`src/rtl/mips_pkg.sv`:
```
// Shared MIPS datapath constants: widths, register count and architectural register names.
package mips_pkg;

   localparam int DATA_W   = 32;
   localparam int ADDR_W   = 5;
   localparam int NUM_REGS = 32;

   localparam logic [ADDR_W-1:0] ZERO_REG = 5'd0;
   localparam logic [ADDR_W-1:0] REG_AT   = 5'd1;
   localparam logic [ADDR_W-1:0] REG_V0   = 5'd2;
   localparam logic [ADDR_W-1:0] REG_V1   = 5'd3;
   localparam logic [ADDR_W-1:0] REG_A0   = 5'd4;
   localparam logic [ADDR_W-1:0] REG_T0   = 5'd8;
   localparam logic [ADDR_W-1:0] REG_S0   = 5'd16;
   localparam logic [ADDR_W-1:0] REG_GP   = 5'd28;
   localparam logic [ADDR_W-1:0] REG_SP   = 5'd29;
   localparam logic [ADDR_W-1:0] REG_FP   = 5'd30;
   localparam logic [ADDR_W-1:0] REG_RA   = 5'd31;

   // A checked write is dropped when the ALU flags signed overflow.
   function automatic logic ovf_suppress(input logic en, input logic chk, input logic ovf);
      return en & chk & ovf;
   endfunction

endpackage

```
`src/rtl/alu_regfile_chk.sv`:
```
// Property checker for alu_regfile status outputs and the hardwired zero register.
module alu_regfile_chk
   import mips_pkg::*;
(
   input logic              clk,
   input logic              rst_n,
   input logic [ADDR_W-1:0] ra_addr,
   input logic [ADDR_W-1:0] rb_addr,
   input logic [DATA_W-1:0] a_data,
   input logic [DATA_W-1:0] b_data,
   input logic              ovf_trap,
   input logic              ovf_sticky
);

   // A trap pulse is always accompanied by the sticky status.
   a_trap_sticky: assert property (@(posedge clk) disable iff (!rst_n) ovf_trap |-> ovf_sticky);

   // $0 reads as zero on both ports.
   a_zero_a: assert property (@(posedge clk) disable iff (!rst_n)
                              (ra_addr == ZERO_REG) |-> (a_data == {DATA_W{1'b0}}));
   a_zero_b: assert property (@(posedge clk) disable iff (!rst_n)
                              (rb_addr == ZERO_REG) |-> (b_data == {DATA_W{1'b0}}));

endmodule

```
`src/rtl/rf_read_port.sv`:
```
// One combinational register-file read port with $0 forcing and write-through bypass.
module rf_read_port
   import mips_pkg::*;
(
   input  logic [ADDR_W-1:0] addr,
   input  logic [DATA_W-1:0] regs [NUM_REGS],
   input  logic              byp_en,
   input  logic [ADDR_W-1:0] byp_addr,
   input  logic [DATA_W-1:0] byp_data,
   output logic [DATA_W-1:0] data
);

   // Select zero, the in-flight write, or stored contents.
   always_comb begin
      data = {DATA_W{1'b0}};
      if (addr == ZERO_REG) begin
         data = {DATA_W{1'b0}};
      end else if (byp_en && (byp_addr == addr)) begin
         data = byp_data;
      end else begin
         data = regs[addr];
      end
   end

endmodule

```
`src/rtl/alu_regfile.sv`:
```
// MIPS 32x32 register file feeding the ALU, with overflow-checked write-back,
// registered zero flag and sticky overflow / one-cycle trap status.
module alu_regfile
   import mips_pkg::*;
(
   input  logic              clk,
   input  logic              rst_n,
   input  logic [ADDR_W-1:0] ra_addr,
   input  logic [ADDR_W-1:0] rb_addr,
   output logic [DATA_W-1:0] a_data,
   output logic [DATA_W-1:0] b_data,
   input  logic              wr_en,
   input  logic [ADDR_W-1:0] wr_addr,
   input  logic [DATA_W-1:0] wr_data,
   input  logic              wr_ovf_chk,
   input  logic              alu_ovf,
   input  logic              alu_zero,
   input  logic              flag_we,
   input  logic              ovf_clr,
   output logic              zero_flag,
   output logic              ovf_trap,
   output logic              ovf_sticky,
   output logic [ADDR_W-1:0] trap_reg
);

   logic [DATA_W-1:0] regs_r [NUM_REGS];
   logic              suppress_s;
   logic              wr_eff_s;
   logic              zero_flag_r;
   logic              ovf_trap_r;
   logic              ovf_sticky_r;
   logic [ADDR_W-1:0] trap_reg_r;

   // Suppression ignores the destination so even a trapped $0 write is reported.
   always_comb begin
      suppress_s = ovf_suppress(wr_en, wr_ovf_chk, alu_ovf);
      wr_eff_s   = wr_en & (wr_addr != ZERO_REG) & ~suppress_s;
   end

   // Register storage; entry 0 is never written so it stays zero.
   always_ff @(posedge clk or negedge rst_n) begin
      if (!rst_n) begin
         for (int i = 0; i < NUM_REGS; i++) begin
            regs_r[i] <= {DATA_W{1'b0}};
         end
      end else if (wr_eff_s) begin
         regs_r[wr_addr] <= wr_data;
      end
   end

   // Zero flag, trap pulse, trap address and sticky overflow status.
   always_ff @(posedge clk or negedge rst_n) begin
      if (!rst_n) begin
         zero_flag_r  <= 1'b0;
         ovf_trap_r   <= 1'b0;
         ovf_sticky_r <= 1'b0;
         trap_reg_r   <= ZERO_REG;
      end else begin
         ovf_trap_r <= suppress_s;
         if (flag_we) begin
            zero_flag_r <= alu_zero;
         end
         if (suppress_s) begin
            trap_reg_r <= wr_addr;
         end
         // A new suppression outranks a simultaneous clear.
         if (suppress_s) begin
            ovf_sticky_r <= 1'b1;
         end else if (ovf_clr) begin
            ovf_sticky_r <= 1'b0;
         end
      end
   end

   assign zero_flag  = zero_flag_r;
   assign ovf_trap   = ovf_trap_r;
   assign ovf_sticky = ovf_sticky_r;
   assign trap_reg   = trap_reg_r;

   rf_read_port u_port_a (
      .addr     (ra_addr),
      .regs     (regs_r),
      .byp_en   (wr_eff_s),
      .byp_addr (wr_addr),
      .byp_data (wr_data),
      .data     (a_data)
   );

   rf_read_port u_port_b (
      .addr     (rb_addr),
      .regs     (regs_r),
      .byp_en   (wr_eff_s),
      .byp_addr (wr_addr),
      .byp_data (wr_data),
      .data     (b_data)
   );

   alu_regfile_chk u_chk (
      .clk        (clk),
      .rst_n      (rst_n),
      .ra_addr    (ra_addr),
      .rb_addr    (rb_addr),
      .a_data     (a_data),
      .b_data     (b_data),
      .ovf_trap   (ovf_trap),
      .ovf_sticky (ovf_sticky)
   );

endmodule
```
`config.mk`:
```
export PLATFORM = sky130hd
export DESIGN_NAME = alu_regfile
export DESIGN_NICKNAME = d
export VERILOG_FILES = /design/src/rtl/mips_pkg.sv /design/src/rtl/alu_regfile_chk.sv /design/src/rtl/rf_read_port.sv /design/src/rtl/alu_regfile.sv
export SDC_FILE = /design/constraint.sdc
export NUM_CORES = 2
export LEC_CHECK = 0
export CORE_UTILIZATION = 55
export CTS_BUF_LIST = sky130_fd_sc_hd__clkbuf_4 sky130_fd_sc_hd__clkbuf_8
export DETAILED_ROUTE_END_ITERATION = 8
export PLACE_DENSITY = 0.72
export SETUP_SLACK_MARGIN = 0.15
export SLEW_MARGIN = 10
export SYNTH_ARGS = -nofsm -noshare
export SYNTH_HDL_FRONTEND = slang
export SYNTH_SLANG_ARGS = --single-unit
```
`constraint.sdc`:
```
create_clock -name clk -period 3.5 [get_ports clk]
set_clock_uncertainty 0.1 [all_clocks]
set_input_delay 0.7 -clock clk [delete_from_list [all_inputs] [get_ports clk]]
set_output_delay 0.7 -clock clk [all_outputs]
set_load 0.01 [all_outputs]
```
==> results.md <==
* Critical path capture point type: output port
* Post-layout instance area at approximately 71000 um2
* Post-synth net total at 3927
* HPWL after detailed placement at 122000 um
* Sinks on Clock Net at 1032
* Worst Path Required at 2700 ps
* Number of global-route vias before repair at between 40000 and 50000
* Final WS setup at -146 ps
* Area overhead of the layout relative to synthesis at 27.1%
* Combined flip-flop and latch cell area at 25800 um2
* Clock power share at 0.326
* Height of the die at ~320 um
* Switching Fraction at 0.285
* Status: finished with violations
* Number of antenna violations at the first check in global routing at 7
* Area enclosed by the die boundary at 103000 um2
* Post-placement cell area at 62400 um2
* Sequential share of the synthesized area at 0.463
* Final Hold Fails at 0
* CTS buffer count at 173
* Combinational share of power at 0.236
* Max-slew violation count at 0
* Final net count at 4524
* Violated checks: negative setup slack
* Setup slack on the worst flop-to-flop path at 2380 ps
* Final number of setup-violating endpoints at 33
* Number of enable-type register cells in the synthesized netlist at 0
* Pin count of the biggest net entering global routing at 110
* Synthesized instance count at 3872
* Worst Hold End: trap_reg[4]
* Routability-driven placement congestion ratio at 0.916
* Number of iterations in the first detailed-routing pass at 8
* Classification of the worst setup path: input pin to output port
* Design internal power at 25.3 mW
* HP Start: wr_addr[4]
* Sw Pwr at 10.1 mW
* Share of final-layout standard cells stronger than drive strength 1 at 0.643
* Total track usage at 0.381
* Netlist Area Pre-Place at 55700 um2
* # placed instances at 5444
* Clock-pin slew reported for the worst setup and hold paths after clock tree synthesis at 60 ps
* I/O pin cnt at 127
* Number of H-tree branching levels at 4
* Prevailing post-synth register cell: sky130_fd_sc_hd__dfrtp_1
* Total of buffers placed on input and output ports at 126
* CTS root buffer: sky130_fd_sc_hd__clkbuf_8
* Critical register-to-register path startpoint: regs_r[650]
* Via-to-Cell Ratio at 6.88
* Peak ir drop on the vdd network at between 0.0003 and 0.0004 V
* Crit path arrival time at 2850 ps
* Starting density of the core at 0.556
* Count of placed standard cells in the final layout, fillers left out at between 5000 and 6000
* Wire length of the first global-routing pass at roughly 280000 um
* Async SR Flop Fraction at 1.00
* Residual DRC at 0
* Final standard cell utilization of the core at 0.706
* Leakage power at 31.6 nW
* Fmax achieved at 274 MHz
* Critical Path Fanout Max at 6
* Minimum setup slack after placement at -1190 ps
* Area of the multi-input gates at 30000 um2
* Number of cell instances on the worst register-to-register path at 3
* R2R Path End: regs_r[650]
* DRC violation total after the first TritonRoute iteration at around 4600
* Number of maximum-capacitance violations at 0
* Routed wire per std cell at 32.8 um
* Via Count at around 41000
* Distinct cell type count of the synthesized netlist at 54
* Max clock buf depth at 3
* Part of the power in registers at 0.438
* Clock latency on the worst-skew pair at slightly above 800 ps
* Max reg flops at 1024
* Hold path cells at 3
* GR Overflow Total at 0
* Class of the tightest hold or removal check: input pin to flop
* Count of standard-cell rows at 116
* Average cell area after synthesis at 14.4 um2
* Final critical delay including setup and external delays at 3650 ps
* Slew HR at 0.481
* Post-detailed-route count of antenna-violating nets at 0
* Flops & latches, synth at slightly above 1000
* Placeable core region at 100000 um2
* Power density over cell area at 500 nW/um2
* Type of element launching the critical path: input pin
* Final period utilization at 1.04
* Tightest Pin Transition at 777 ps
* Total Wirelength at 195000 um
* Synth warnings at 0
* Die Wd at 320 um
* Clock tree from TritonCTS: yes
* Unrepaired setup endpoints after global routing: yes
* Number of filler instances in the final layout at around 6500
[final cells by class]
class,count,share of cell area
antenna,3,0.000106
clock buffer,277,0.0491
clock inverter,24,0.00313
inverter,8,0.000424
multi-input combinational,2385,0.424
sequential,1032,0.365
tap,1357,0.0240
timing repair buffer,869,0.135
[worst max path at each step]
| stage | startpoint | to | depth (start not counted) |
|---|---|---|---|
| 4_1_cts | rb_addr[0] | b_data[11] | 11 |
| 3_5_place_dp | wr_addr[2] | a_data[20] | 11 |
| 5_1_grt | ra_addr[0] | a_data[1] | 13 |
| 6_report | rb_addr[0] | b_data[22] | 9 |
| 2_1_floorplan | rb_addr[0] | b_data[12] | 9 |
| 3_3_place_gp | wr_addr[2] | a_data[20] | 11 |
[metal layers]
layer,routed length (um),track usage
met3,19700,0.0922
met2,87800,0.569
met1,73500,0.500
met5,44,0
met4,14300,0.249
[cells in the final DEF (no fill, tap or decap), types with 53 or more instances in the layout]
cell / Yosys / layout
sky130_fd_sc_hd__mux2i_1: 221 / 198
sky130_fd_sc_hd__mux2_2: 1092 / 1077
sky130_fd_sc_hd__mux4_2: 384 / 384
sky130_fd_sc_hd__buf_6: 21 / 97
sky130_fd_sc_hd__dfrtp_1: 1032 / 1032
sky130_fd_sc_hd__nor2_1: 145 / 95
sky130_fd_sc_hd__clkbuf_4: 0 / 53
sky130_fd_sc_hd__buf_4: 31 / 485
sky130_fd_sc_hd__clkbuf_8: 0 / 224
sky130_fd_sc_hd__buf_12: 1 / 159
[worst max-delay path: stages]
cell and delay [ps]:
sky130_fd_sc_hd__buf_16 140, sky130_fd_sc_hd__xnor2_4 160, sky130_fd_sc_hd__nand3_2 90, sky130_fd_sc_hd__or4_4 670
sky130_fd_sc_hd__buf_12 200, sky130_fd_sc_hd__buf_16 130, sky130_fd_sc_hd__o21a_1 120, sky130_fd_sc_hd__a211oi_4 390
sky130_fd_sc_hd__buf_2 210
[Yosys cell counts, drive strengths merged, types with 2 or more instances]
master | n | area [um2]
a221o | 30 | 300
mux2i | 221 | 2210
a211oi | 62 | 611
or2 | 2 | 15.0
mux4 | 384 | 8650
nor2 | 145 | 544
nand2b | 9 | 56.3
o221ai | 63 | 552
xnor2 | 8 | 70.1
o21a | 32 | 240
clkbuf | 225 | 845
nand3b | 5 | 37.5
buf | 222 | 1380
a31oi | 2 | 12.5
nand3 | 10 | 50.1
nor3 | 98 | 490
nor3b | 6 | 55.1
nand2 | 24 | 90.1
o22ai | 65 | 407
nor4 | 4 | 31.3
xor2 | 2 | 17.5
nor2b | 7 | 43.8
a221oi | 62 | 543
o21ai | 33 | 165
inv | 8 | 30.0
dfrtp | 1032 | 25800
mux2 | 1092 | 12300
a311oi | 2 | 17.5
[power by group through the flow]
stage,Sequential [mW],Combinational (mW),Clock [mW]
6_report,15.5,8.35,11.6
3_5_place_dp,15.6,7.28,0
5_1_grt,15.7,8.77,12.2
3_3_place_gp,15.4,7.13,0
4_1_cts,15.4,7.91,11.6
2_1_floorplan,15.1,4.94,0
[repair_timing]
action / 4_1_cts / 5_1_grt
buffers inserted: 126 / 66
gates resized for setup: 654 / 219
setup endpoints to repair: 64 / 64
cloned: 11 / 4
pin swaps: 120 / 102
hold buffers: 1 / 0
hold endpoints to repair: 31 / 0
[cell families after synthesis]
kind of cell / synth area share
compound gates: 0.0526
xor+xnor: 0.00157
buf+inv: 0.0404
flops: 0.463
mux: 0.416
simple gates: 0.0265
[per-stage QoR]
| stage | hold slack [ps] | power, mW | TNS, ps |
|---|---|---|---|
| 3_3_place_gp | 282 | 22.5 | -55100 |
| 6_report | 249 | 35.4 | -2050 |
| 3_5_place_dp | 288 | 22.9 | -54550 |
| 2_1_floorplan | 304 | 20.0 | 0 |
| 4_1_cts | 181 | 34.9 | -1720 |
| 5_1_grt | 234 | 36.7 | -2980 |
Note: power is estimated with default switching activity, not from simulation.
